`src/rtl/descrypt16_ctrl_pkg.sv`:
```
// Shared widths, phase encoding and timing helpers for the descrypt16 batch sequencer.
package descrypt16_ctrl_pkg;

  localparam int unsigned SaltMsb            = 11;
  localparam int unsigned HashMsb            = 63;
  localparam int unsigned DescryptIterations = 25;
  localparam int unsigned DescryptSlots      = 16;

  typedef enum logic [1:0] {
    StIdle,
    StLoad,
    StCrypt,
    StUnload
  } ctrl_state_e;

  // Index of the final CRYPT cycle: the core circulates (iterations - 1) full turns unattended.
  function automatic logic [8:0] crypt_last(input int unsigned iterations,
                                            input int unsigned slots);
    return 9'((iterations - 1) * slots - 1);
  endfunction

endpackage

```
`src/rtl/descrypt_unload_cmp.sv`:
```
// Accumulates the per-slot match mask while the departing batch drains out of the core.
module descrypt_unload_cmp
  import descrypt16_ctrl_pkg::*;
(
  input  logic             clk_i,
  input  logic             rst_i,
  input  logic [HashMsb:0] target_i,
  input  logic [HashMsb:0] core_hash_i,
  input  logic             core_valid_i,
  input  logic [3:0]       slot_i,
  input  logic             active_i,
  output logic [15:0]      mask_o
);

  logic [15:0] acc_q;
  logic [15:0] base;
  logic [15:0] hit;

  // mask_o already includes the current slot so the final slot can be committed on its own edge.
  always_comb begin
    base = (slot_i == 4'd0) ? 16'h0000 : acc_q;
    hit  = 16'h0000;
    if (active_i && core_valid_i && (core_hash_i == target_i)) begin
      hit[slot_i] = 1'b1;
    end
    mask_o = base | hit;
  end

  always_ff @(posedge clk_i) begin
    if (rst_i) begin
      acc_q <= 16'h0000;
    end else if (active_i) begin
      acc_q <= mask_o;
    end
  end

endmodule

```
`src/rtl/descrypt16_ctrl.sv`:
```
// Batch sequencer for the 16-slot descrypt core: loads keys, holds the core for all passes,
// and collects a per-batch match mask into a host-readable result register.
module descrypt16_ctrl
  import descrypt16_ctrl_pkg::*;
#(
  parameter int unsigned ITERATIONS = DescryptIterations,
  parameter int unsigned NUM_SLOTS  = DescryptSlots
) (
  input  logic             CLK,
  input  logic             RESET,
  input  logic [SaltMsb:0] salt_in,
  input  logic [HashMsb:0] cmp_hash_in,
  input  logic [55:0]      key56_in,
  input  logic             key_valid,
  output logic             key_rd,
  output logic [SaltMsb:0] core_salt,
  output logic [55:0]      core_key56,
  output logic             core_valid,
  output logic             ENABLE_CRYPT,
  output logic             START_CRYPT,
  input  logic [HashMsb:0] core_hash,
  input  logic             core_valid_out,
  output logic             result_valid,
  output logic [15:0]      result_mask,
  output logic [15:0]      result_batch,
  input  logic             result_rd,
  output logic             overrun,
  output logic             idle
);

  localparam logic [8:0] CryptLast = crypt_last(ITERATIONS, NUM_SLOTS);
  localparam logic [3:0] SlotLast  = 4'(NUM_SLOTS - 1);

  ctrl_state_e      state_q;
  logic [3:0]       slot_q;
  logic [8:0]       crypt_q;
  logic [SaltMsb:0] batch_salt_q;
  logic [HashMsb:0] batch_cmp_q;
  logic             window_q;
  logic [15:0]      batch_q;
  logic [15:0]      unload_mask;
  logic             commit;
  logic             keep_salt;

  assign key_rd     = (state_q == StLoad);
  assign core_valid = key_rd & key_valid;
  assign core_key56 = key_rd ? key56_in : 56'd0;
  assign core_salt  = batch_salt_q;
  assign commit     = window_q && (slot_q == SlotLast);
  // Overlapping the next load is only safe when no slot would see a salt change mid-hash.
  assign keep_salt  = key_valid && (salt_in == batch_salt_q);

  descrypt_unload_cmp u_unload_cmp (
    .clk_i        (CLK),
    .rst_i        (RESET),
    .target_i     (batch_cmp_q),
    .core_hash_i  (core_hash),
    .core_valid_i (core_valid_out),
    .slot_i       (slot_q),
    .active_i     (window_q),
    .mask_o       (unload_mask)
  );

  always_ff @(posedge CLK) begin
    if (RESET) begin
      state_q      <= StIdle;
      slot_q       <= 4'd0;
      crypt_q      <= 9'd0;
      batch_salt_q <= '0;
      batch_cmp_q  <= '0;
      window_q     <= 1'b0;
      batch_q      <= 16'd0;
      ENABLE_CRYPT <= 1'b0;
      START_CRYPT  <= 1'b0;
      idle         <= 1'b1;
      result_valid <= 1'b0;
      result_mask  <= 16'd0;
      result_batch <= 16'd0;
      overrun      <= 1'b0;
    end else begin
      unique case (state_q)
        StIdle: begin
          if (key_valid) begin
            state_q      <= StLoad;
            slot_q       <= 4'd0;
            window_q     <= 1'b0;
            batch_salt_q <= salt_in;
            batch_cmp_q  <= cmp_hash_in;
            ENABLE_CRYPT <= 1'b1;
            START_CRYPT  <= 1'b1;
            idle         <= 1'b0;
          end
        end
        StLoad: begin
          slot_q <= slot_q + 4'd1;
          if (slot_q == SlotLast) begin
            state_q     <= StCrypt;
            crypt_q     <= 9'd0;
            START_CRYPT <= 1'b0;
            window_q    <= 1'b0;
            // In an overlapped load the departing batch owned batch_cmp until this edge.
            if (window_q) begin
              batch_cmp_q <= cmp_hash_in;
            end
          end
        end
        StCrypt: begin
          crypt_q <= crypt_q + 9'd1;
          if (crypt_q == CryptLast) begin
            state_q     <= keep_salt ? StLoad : StUnload;
            slot_q      <= 4'd0;
            window_q    <= 1'b1;
            START_CRYPT <= 1'b1;
          end
        end
        StUnload: begin
          slot_q <= slot_q + 4'd1;
          if (slot_q == SlotLast) begin
            window_q <= 1'b0;
            if (key_valid) begin
              state_q      <= StLoad;
              batch_salt_q <= salt_in;
              batch_cmp_q  <= cmp_hash_in;
            end else begin
              state_q      <= StIdle;
              START_CRYPT  <= 1'b0;
              ENABLE_CRYPT <= 1'b0;
              idle         <= 1'b1;
            end
          end
        end
        default: state_q <= StIdle;
      endcase

      if (commit) begin
        result_mask  <= unload_mask;
        result_batch <= batch_q;
        result_valid <= 1'b1;
        batch_q      <= batch_q + 16'd1;
        if (result_valid && !result_rd) begin
          overrun <= 1'b1;
        end
      end else if (result_rd) begin
        result_valid <= 1'b0;
      end
    end
  end

endmodule
```
`config.mk`:
```
export PLATFORM = sky130hd
export DESIGN_NAME = descrypt16_ctrl
export DESIGN_NICKNAME = d
export VERILOG_FILES = /design/src/rtl/descrypt16_ctrl_pkg.sv /design/src/rtl/descrypt_unload_cmp.sv /design/src/rtl/descrypt16_ctrl.sv
export SDC_FILE = /design/constraint.sdc
export NUM_CORES = 1
export LEC_CHECK = 0
export BUFFER_PORTS_ARGS = -buffer_cell sky130_fd_sc_hd__buf_2
export CAP_MARGIN = 25
export CORE_ASPECT_RATIO = 0.5
export CORE_MARGIN = 10
export CORE_UTILIZATION = 49
export CTS_CLUSTER_SIZE = 28
export DETAILED_ROUTE_END_ITERATION = 10
export GPL_TIMING_DRIVEN = 0
export PLACE_DENSITY = 0.81
export SETUP_SLACK_MARGIN = 0.4
export SLEW_MARGIN = 15
export SYNTH_ARGS = -nofsm -noshare
export SYNTH_HDL_FRONTEND = slang
export SYNTH_SLANG_ARGS = --single-unit
```
`constraint.sdc`:
```
create_clock -name CLK -period 2.2 [get_ports CLK]
set_input_delay 0.22 -clock CLK [delete_from_list [all_inputs] [get_ports CLK]]
set_output_delay 0.22 -clock CLK [all_outputs]
set_load 0.02 [all_outputs]
```
==> impl_metrics.ini <==
[yosys]
synth_edf_count = 0
synth_top_area_share_pct = 43.19
syn_nets = 1158
yosys.cell_types.count = 49
syn_avg_cell_area_um2 = 7.848
synth_top_area_cell = dfxtp_1
yosysSeqAreaShare_pct = 43.19
ys_seq_elements = 161
synth_ff_type = dfxtp_1
netlist_top_cells_area = dfxtp_1 43%, nand2_1 11%, a21oi_1 7.2%
synth_most_common_cell = nand2_1
synth_cells = 951
synthArstFlopShare_pct = 0
synth_area_um2 = 7463
yosys_warnings = 0
synth_common_cells = 219 x nand2_1, 161 x dfxtp_1, 107 x a21oi_1

[placed_design]
place_inst = 1456
place_congestion = 0.9498
dp_hpwl_mm = 21.22
portBuffers = 307
pre_cts_slack_ps = -354.8

[sta]
setup_viol = 1
fin_hold_ws_ps = 23.12
period_minus_slack_ps = 2214
grt_setup_unrepaired = true
slew_headroom_pct = 46.07
finalWorstSetupSlack_ps = -13.92
timing.final.crit_share_pct = 100.6
worst-slew-pin-transition_ps = 808.9
fin_skew_ps = 13.18
max_clock_freq_ghz = 0.4517
drv_slew = 0
finalHoldViolCount = 0

[floorplanning]
start_util_pct = 50.77
pin_count = 308
fp.dieW_um = 194.5
dieArea_um2 = 20870
rows = 31
die_y_um = 107.3
coreArea_um2 = 14700

[setup_path]
critPathMostFrequentCell = buf_4
cp_top_family = simple AND/OR/NAND/NOR gates
worstPathArrival_ps = 2570
path_buf_inv = 3
crit_type = flop to flop
end_kind = flop
startpoint_type = flop
crit_path_max_incr_delay_ps = 470
required_ps = 2550
crit_path_top_delay_cell = a2111oi_2
cp_max_fo = 10
crit_chain = nor2b_1, a2111oi_2, nand4_1, nor4_4, buf_4, buf_4, buf_6, nand3_1, o2bb2ai_2

[finish]
regArea_um2 = 3264
utilization_pct = 85.80
area_growth_pct = 69.00
final-instance-count-excl-fill = 1560
drive_gt1_share_pct = 52.31
fill_cells = 744
multi_input_area_um2 = 4971
nets = 1556

[hold_path]
min-delay-path-class = primary input to flop

[clocking]
cts_buffer_depth = 2
path_clk_slew_ps = 70
cts_tree = done
cts-root-buf = clkbuf_16
clk_latency_ps = 430
cts.htree.levels = 4
cts_hold_buf = 0
clock_sinks = 161
cts_buffers = 17

[pwr]
seq_power_share_pct = 38.9
vdd_ir_drop_max_uv = 689.4
swShare_pct = 28.17
p_leak_nw = 5.571
p_clk_share_pct = 39.1
internal_power_mw = 5.787
power_frac_comb_pct = 22.0
power.switching_mw = 2.269
powerDensity_nw_per_um2 = 638.7

[global_routing]
overflow = 0
grt_use_total_pct = 28.89
antenna_found_initial = 1
grt_max_degree = 17
grt_pass1_vias = 8944
grt_pass1_wl_mm = 48.56

[routing]
drtPass1Iterations = 6
routed_wirelength_mm = 35.08
drtAntennaViolNets = 0
num_vias = 8963
drc_errors = 0
vias_per_cell = 5.746
first_iter_violations = 908
wl_per_cell_um = 22.49

[run_status]
violations = negative setup slack
status = finished with violations

[job]
drv_cap = 0
power groups by stage:
stage | clock, mW | combinational (mW) | sequential [mW]
final | 3.15 | 1.77 | 3.13
after global routing | 3.25 | 1.85 | 3.14
after CTS | 3.10 | 1.49 | 3.11
after detailed placement | 0 | 0.996 | 3.16
after global placement | 0 | 0.980 | 3.15
after floorplan | 0 | 0.549 | 3.16
flip-flops by register name, indices dropped and copies added (netlist names):
name / cells
u_unload_cmp.acc_q: 16
window_q: 1
batch_q: 16
idle: 1
result_batch: 16
overrun: 1
result_valid: 1
slot_q: 4
crypt_q: 9
core_salt: 12
state_q: 2
result_mask: 16
batch_cmp_q: 64
START_CRYPT: 1
ENABLE_CRYPT: 1
worst register-to-register path, stage by stage (launching register included):
cell	delay [ps]
dfxtp_1	380
nor2b_1	80
a2111oi_2	470
nand4_1	230
nor4_4	270
buf_4	180
buf_4	110
buf_6	140
nand3_1	120
o2bb2ai_2	160
worst paths after layout:
path	from	to	slack, ps	cells after the start
setup reg to reg	batch_cmp_q[55]$_SDFFE_PP0P_	result_mask[13]$_SDFFE_PP0P_	-10	9
setup / recovery	batch_cmp_q[55]$_SDFFE_PP0P_	result_mask[13]$_SDFFE_PP0P_	-10	9
hold / removal	cmp_hash_in[33]	batch_cmp_q[33]$_SDFFE_PP0P_	20	3
hold reg to reg	result_batch[7]$_SDFFE_PP0P_	result_batch[7]$_SDFFE_PP0P_	450	2
cell families after synthesis:
family | synth area share [%]
compound gates | 13.88
xor+xnor | 7.980
fa+ha+maj | 1.006
buf+inv | 5.147
flops | 43.19
mux | 1.743
simple gates | 27.06
per-stage QoR:
stage | TNS [ps] | area [um^2] | total power [mW]
2_1_floorplan | 0 | 7478 | 3.710
3_3_place_gp | -8119 | 9263 | 4.129
3_5_place_dp | -10850 | 9263 | 4.151
4_1_cts | 0 | 11750 | 7.696
5_1_grt | -263.3 | 12610 | 8.249
6_report | -13.92 | 12610 | 8.057
cells in the final DEF (no fill, tap or decap), drive strengths merged, types with 2 or more instances in the layout:
cell	synthesis	final
inv	27	29
mux2i	13	13
nor4	6	6
nor2	62	62
clkinvlp	0	2
a311oi	2	2
a221oi	3	3
nor3	4	4
o22ai	8	8
o2bb2ai	2	2
a2111oi	5	5
a22oi	6	6
nand3b	2	2
and3	8	8
ha	6	6
and4	3	3
a31oi	4	4
nand4	19	19
bufinv	0	3
nand3	32	32
clkinv	0	4
a41oi	2	2
clkbuf	36	58
buf	21	397
nor3b	2	2
a21oi	108	108
nor2b	18	18
nand2	220	220
o21ai	29	29
a211oi	3	3
and2	58	58
a21o	3	3
xnor2	52	52
xor2	16	16
nand2b	2	2
dfxtp	161	161
final cells by class:
| type | instances | area share [%] |
|---|---|---|
| Clock inverter | 11 | 1.220 |
| Inverter | 27 | 0.8035 |
| Buffer | 57 | 4.563 |
| Tap cell | 198 | 1.964 |
| Timing Repair Buffer | 379 | 22.52 |
| Sequential cell | 161 | 25.88 |
| Antenna cell | 1 | 0.01984 |
| Clock buffer | 20 | 3.621 |
| Multi-Input combinational cell | 706 | 39.41 |
routing by layer:
layer	global-route usage [%]	part of all wire (%)	wire length (um)	up-vias
met5	0	0	0	-
met4	9.880	4.3	1515	0
met3	8.302	10	3602	141
met2	54.60	51	17820	623
met1	30.44	35	12140	4219
li1	-	-	-	3980
repair_timing:
item,in CTS,in global routing
setup endpoints to repair,184,189
pin swaps,95,88
resized for setup,341,227
setup buffers,34,13
cloned,22,3
No activity file was read; power rests on OpenSTA's default activity.
